<file path="config.mk">
export PLATFORM = sky130hd
export DESIGN_NAME = mux_nto1_rr_reg_flat
export DESIGN_NICKNAME = d
export VERILOG_FILES = /design/src/rtl/mux_nto1_rr_reg_if.sv /design/src/rtl/mux_nto1_rr_reg.sv /design/src/flat_wrapper.sv
export SDC_FILE = /design/constraint.sdc
export NUM_CORES = 1
export LEC_CHECK = 0
export ABC_AREA = 1
export ABC_CLOCK_PERIOD_IN_PS = 4300
export CORE_UTILIZATION = 56
export CTS_CLUSTER_DIAMETER = 150
export DETAILED_ROUTE_END_ITERATION = 8
export DONT_BUFFER_PORTS = 1
export PLACE_DENSITY = 0.71
export SYNTH_ARGS = -nofsm -noshare
export SYNTH_HDL_FRONTEND = slang
export SYNTH_SLANG_ARGS = --single-unit
</file>
<file path="constraint.sdc">
create_clock -name clk -period 4.3 [get_ports clk]
set_input_delay 0.43 -clock clk [delete_from_list [all_inputs] [get_ports clk]]
set_output_delay 0.43 -clock clk [all_outputs]
set_load 0.005 [all_outputs]
</file>
<file path="src/rtl/mux_nto1_rr_reg_if.sv">
// ---------------------------------------------------------------------------
// mux_nto1_rr_reg_if
// Bundles the producer-side channel handshake and the consumer-side output
// handshake of mux_nto1_rr_reg.
//   I        CH*WIDTH  packed channel words, channel k = I[k*WIDTH +: WIDTH]
//   in_valid CH        channel k offers a word
//   in_ready CH        one-hot (or zero): channel k's word is taken this cycle
//   f        WIDTH     registered output word
//   f_valid  1         f holds an unconsumed word
//   f_ch     SELW      channel that supplied f
//   f_ready  1         consumer accepts f this cycle
// Modports: slave = the mux itself, master = the environment around it.
// ---------------------------------------------------------------------------
interface mux_nto1_rr_reg_if #(
  parameter int WIDTH = 4,
  parameter int CH    = 4,
  parameter int SELW  = 2
);
  logic [CH*WIDTH-1:0] I;
  logic [CH-1:0]       in_valid;
  logic [CH-1:0]       in_ready;
  logic [WIDTH-1:0]    f;
  logic                f_valid;
  logic [SELW-1:0]     f_ch;
  logic                f_ready;

  modport master (
    output I, in_valid, f_ready,
    input  in_ready, f, f_valid, f_ch
  );

  modport slave (
    input  I, in_valid, f_ready,
    output in_ready, f, f_valid, f_ch
  );
endinterface

</file>
<file path="src/rtl/mux_nto1_rr_reg.sv">
// ---------------------------------------------------------------------------
// mux_nto1_rr_reg
// Registered N:1 channel multiplexer with per-channel valid/ready handshake
// and a one-deep output register. Selection is either static (channel S) or
// round-robin starting after the last granted channel.
//   clk   in   clock, rising edge
//   rst   in   synchronous active-high reset
//   mode  in   0 = static select by S, 1 = round-robin
//   S     in   static channel index (indices >= CH grant nothing)
//   bus   slave side of mux_nto1_rr_reg_if (channel inputs, output word)
// ---------------------------------------------------------------------------
module mux_nto1_rr_reg #(
  parameter int WIDTH = 4,
  parameter int CH    = 4,
  parameter int SELW  = 2
) (
  input  logic            clk,
  input  logic            rst,
  input  logic            mode,
  input  logic [SELW-1:0] S,
  mux_nto1_rr_reg_if.slave bus
);

  // Index space reachable by a SELW-bit select; entries >= CH read as empty.
  localparam int NSEL = 1 << SELW;

  logic [NSEL-1:0]  valid_ext;
  logic [WIDTH-1:0] word_ext [NSEL];

  logic             load;
  logic             grant_valid;
  logic [SELW-1:0]  grant_idx;
  logic             xfer;

  logic [WIDTH-1:0] f_reg,       f_next;
  logic [SELW-1:0]  f_ch_reg,    f_ch_next;
  logic             f_valid_reg, f_valid_next;
  logic [SELW-1:0]  ptr_reg,     ptr_next;

  // Zero-extended valid vector keeps S >= CH (non-power-of-two CH) from
  // indexing past the real channels: those slots are never valid.
  assign valid_ext = NSEL'(bus.in_valid);

  genvar gi;
  generate
    for (gi = 0; gi < NSEL; gi++) begin : g_word
      if (gi < CH) begin : g_real
        assign word_ext[gi] = bus.I[gi*WIDTH +: WIDTH];
      end else begin : g_pad
        assign word_ext[gi] = '0;
      end
    end
  endgenerate

  // Output register can accept a word when empty or being drained now.
  assign load = !f_valid_reg || bus.f_ready;

  always_comb begin
    logic [SELW-1:0] cand;
    grant_valid = 1'b0;
    grant_idx   = '0;
    cand        = '0;
    if (!mode) begin
      grant_valid = valid_ext[S];
      grant_idx   = S;
    end else begin
      // Search ptr+1, ptr+2, ... wrapping; the first hit wins.
      for (int i = 1; i <= CH; i++) begin
        cand = SELW'((int'(ptr_reg) + i) % CH);
        if (!grant_valid && valid_ext[cand]) begin
          grant_valid = 1'b1;
          grant_idx   = cand;
        end
      end
    end
  end

  assign xfer = load && grant_valid && !rst;

  generate
    for (gi = 0; gi < CH; gi++) begin : g_ready
      assign bus.in_ready[gi] = xfer && (grant_idx == SELW'(gi));
    end
  endgenerate

  always_comb begin
    f_next       = f_reg;
    f_ch_next    = f_ch_reg;
    f_valid_next = f_valid_reg;
    ptr_next     = ptr_reg;
    if (xfer) begin
      // A load also covers the simultaneous-drain case: new word replaces old.
      f_next       = word_ext[grant_idx];
      f_ch_next    = grant_idx;
      f_valid_next = 1'b1;
      if (mode) begin
        ptr_next = grant_idx;
      end
    end else if (f_valid_reg && bus.f_ready) begin
      f_valid_next = 1'b0;
    end
  end

  always_ff @(posedge clk) begin
    if (rst) begin
      f_reg       <= '0;
      f_ch_reg    <= '0;
      f_valid_reg <= 1'b0;
      ptr_reg     <= SELW'(CH - 1);
    end else begin
      f_reg       <= f_next;
      f_ch_reg    <= f_ch_next;
      f_valid_reg <= f_valid_next;
      ptr_reg     <= ptr_next;
    end
  end

  assign bus.f       = f_reg;
  assign bus.f_ch    = f_ch_reg;
  assign bus.f_valid = f_valid_reg;

endmodule

</file>
<file path="src/flat_wrapper.sv">
// flat-port wrapper written by rule: the top's interface ports become plain ports
module mux_nto1_rr_reg_flat 
#(
  parameter int WIDTH = 4,
  parameter int CH    = 4,
  parameter int SELW  = 2
)
  (clk, rst, mode, S, bus_I, bus_in_valid, bus_f_ready, bus_in_ready, bus_f, bus_f_valid, bus_f_ch);
  mux_nto1_rr_reg_if #(.WIDTH(WIDTH), .CH(CH), .SELW(SELW)) bus_i ();
  input  logic clk;
  input  logic rst;
  input  logic mode;
  input  logic [SELW-1:0] S;
  input wire logic [$bits(bus_i.I)-1:0] bus_I;
  input wire logic [$bits(bus_i.in_valid)-1:0] bus_in_valid;
  input wire logic [$bits(bus_i.f_ready)-1:0] bus_f_ready;
  output wire logic [$bits(bus_i.in_ready)-1:0] bus_in_ready;
  output wire logic [$bits(bus_i.f)-1:0] bus_f;
  output wire logic [$bits(bus_i.f_valid)-1:0] bus_f_valid;
  output wire logic [$bits(bus_i.f_ch)-1:0] bus_f_ch;
  assign bus_i.I = bus_I;
  assign bus_i.in_valid = bus_in_valid;
  assign bus_i.f_ready = bus_f_ready;
  assign bus_in_ready = bus_i.in_ready;
  assign bus_f = bus_i.f;
  assign bus_f_valid = bus_i.f_valid;
  assign bus_f_ch = bus_i.f_ch;
  mux_nto1_rr_reg #(.WIDTH(WIDTH), .CH(CH), .SELW(SELW)) u_core (.clk(clk), .rst(rst), .mode(mode), .S(S), .bus(bus_i));
endmodule
</file>
==> results.json <==
{
  "clock-root-buffer": "clkbuf_4",
  "max-vdd-ir-drop_v": 0.000174,
  "hp-class": "in -> reg",
  "worstSetupPathType": "reg -> out",
  "slowest_delay_ps": 580,
  "multi_input_area_um2": 649,
  "insertion_delay_ps": 260,
  "cap_violations": 0,
  "min_period_over_period": 0.600,
  "holdBufCountCts": 0,
  "cts_max_path_buffers": 2,
  "finalWorstSetupSlack_ps": 1720,
  "start_util": 0.618,
  "routedWlPerCell_um": 11.3,
  "cts_resized": 0,
  "worstPathArrival_ps": 2150,
  "dieArea_um2": 1890,
  "ys_warn_count": 0,
  "yosysSeqAreaShare": 0.187,
  "die_w_um": 43.5,
  "cp_cell_sequence": "inv_2 > nand2_1 > nand2_2 > nand2_1 > nand2_2 > nand2_1 > nand3_2 > nand3_4 > nand2_4 > nor3_1",
  "fin_util": 0.619,
  "p_leak_nw": 0.546,
  "syn_inst": 169,
  "cpMostUsedCell": "nand2_1",
  "core_um2": 1560,
  "drc": 2,
  "hold_violations": 0,
  "clock_sinks": 9,
  "grt_overflow": 0,
  "synthDistinctLibCells": 25,
  "pre_cts_slack_ps": 2040,
  "pwr_density_cell_nw_per_um2": 308,
  "hpwl_um": 1730,
  "path_clk_slew_ps": 60,
  "grt_pass1_wl_um": 3530,
  "grt_pass1_vias": 921,
  "place.gp.congestion": 0.875,
  "place_area_um2": 938,
  "ff_latch_area_um2": 180,
  "track_usage": 0.246,
  "worstMarginPinSlew_ps": 429,
  "dp.cells": 181,
  "crit_family": "simple AND/OR/NAND/NOR gates",
  "drt_wl_total_um": 2090,
  "setup-tns-final_ps": 0,
  "die_h_um": 43.5,
  "syn_area_per_cell_um2": 5.70,
  "tritoncts": "done",
  "vias_per_cell": 5.39,
  "outcome": "complete, but fails checks",
  "largest_reg_flops": 4,
  "power_uw": 297,
  "antenna_found_initial": 0,
  "cts_buffers": 3,
  "numPortBuffers": 0,
  "layout.nets": 196,
  "area_delta_synth_final_pct": 0.130,
  "rsz0062_at_grt": "no",
  "clock_skew_ps": 4.08,
  "antenna_cells": 0,
  "io-pin-count": 37,
  "fill_cells": 168,
  "ant_nets": 0,
  "syn-num-nets": 195,
  "final_cells": 185,
  "htreeDepth": 1,
  "min_period_ps": 2580,
  "drive_gt1_frac": 0.201,
  "cp-start-kind": "flip-flop",
  "detail_route.first_pass.iterations": 6,
  "post-cts-setup-buffer-count": 0,
  "final_cell_area_um2": 965,
  "num_vias": 997,
  "critical_path.max_fanout": 13,
  "maxSlewViolCount": 0,
  "setup_violations": 0,
  "first_iter_violations": 23,
  "hold_slack_ps": 238,
  "cp.required_ps": 3870,
  "cp.buffers_inverters": 1,
  "end_kind": "output port",
  "rows": 14,
  "grt_max_degree": 14,
  "netlist_area_um2": 963,
  "fmax_mhz": 388,
  "relSlewSlack": 0.714,
  "violations": "DRC",
  "ys_ff_latch": 9,
  "cp_slowest_cell": "dfxtp_1"
}
==> cell usage in the layout, fill, tap and decap left out, drive strengths merged <==
cell     instances
nand3b           4
inv             23
nor2            25
nand4            2
nand3           13
dfxtp            9
a21boi           1
nor3             1
o2111ai          1
a211oi           1
or2              2
clkbuf           4
o211ai           1
nand2           75
a21oi            4
o21ai            3
==> layer usage <==
metal / track usage / part of all wire / up-vias
met2: 0.476 / 0.52 / 45
li1: - / - / 519
met1: 0.247 / 0.38 / 427
met3: 0.0708 / 0.079 / 6
met4: 0.0875 / 0.017 / 0
met5: 0 / 0 / -
==> synthesized netlist by cell type, drive strengths merged <==
| master | instances | area share |
|---|---|---|
| nor2 | 25 | 0.11 |
| nand4 | 2 | 0.013 |
| nand2 | 75 | 0.35 |
| a21boi | 1 | 0.0078 |
| o211ai | 1 | 0.0078 |
| a211oi | 1 | 0.0078 |
| nand3b | 4 | 0.031 |
| dfxtp | 9 | 0.19 |
| a21oi | 4 | 0.021 |
| nor3 | 1 | 0.0052 |
| buf | 4 | 0.047 |
| or2 | 2 | 0.013 |
| o21ai | 3 | 0.016 |
| o2111ai | 1 | 0.0091 |
| nand3 | 13 | 0.091 |
| inv | 23 | 0.092 |
==> report_power, final <==
group	switching [mW]	internal, mW	total, mW
sequential	0.0106	0.0930	0.104
clock	0.0293	0.0358	0.0650
combinational	0.0845	0.0442	0.129
==> worst paths after layout <==
check / startpoint / to / slack [ps] / cells past startpoint
max: u_core.ptr_reg[0] / bus_in_ready[1] / 1720 / 10
min: rst / u_core.bus.f_valid / 240 / 1
max reg2reg: u_core.ptr_reg[0] / u_core.bus.f[0] / 2230 / 15
min reg2reg: u_core.bus.f_valid / u_core.bus.f_valid / 540 / 2
==> cell type report <==
class / instances / area share
clock buffer: 4 / 0.0272
tap: 16 / 0.0208
sequential: 9 / 0.187
inverter: 23 / 0.0921
multi-input combinational: 133 / 0.673
==> cells by family (layout without fill, tap and decap cells) <==
group	Yosys count	in the layout	share of synthesized area
AO/OA/AOI/OAI	11	11	0.0688
buffers and inverters	27	27	0.139
flip-flops	9	9	0.187
AND/OR/NAND/NOR	122	122	0.605
(Power assumes the default switching activity.)
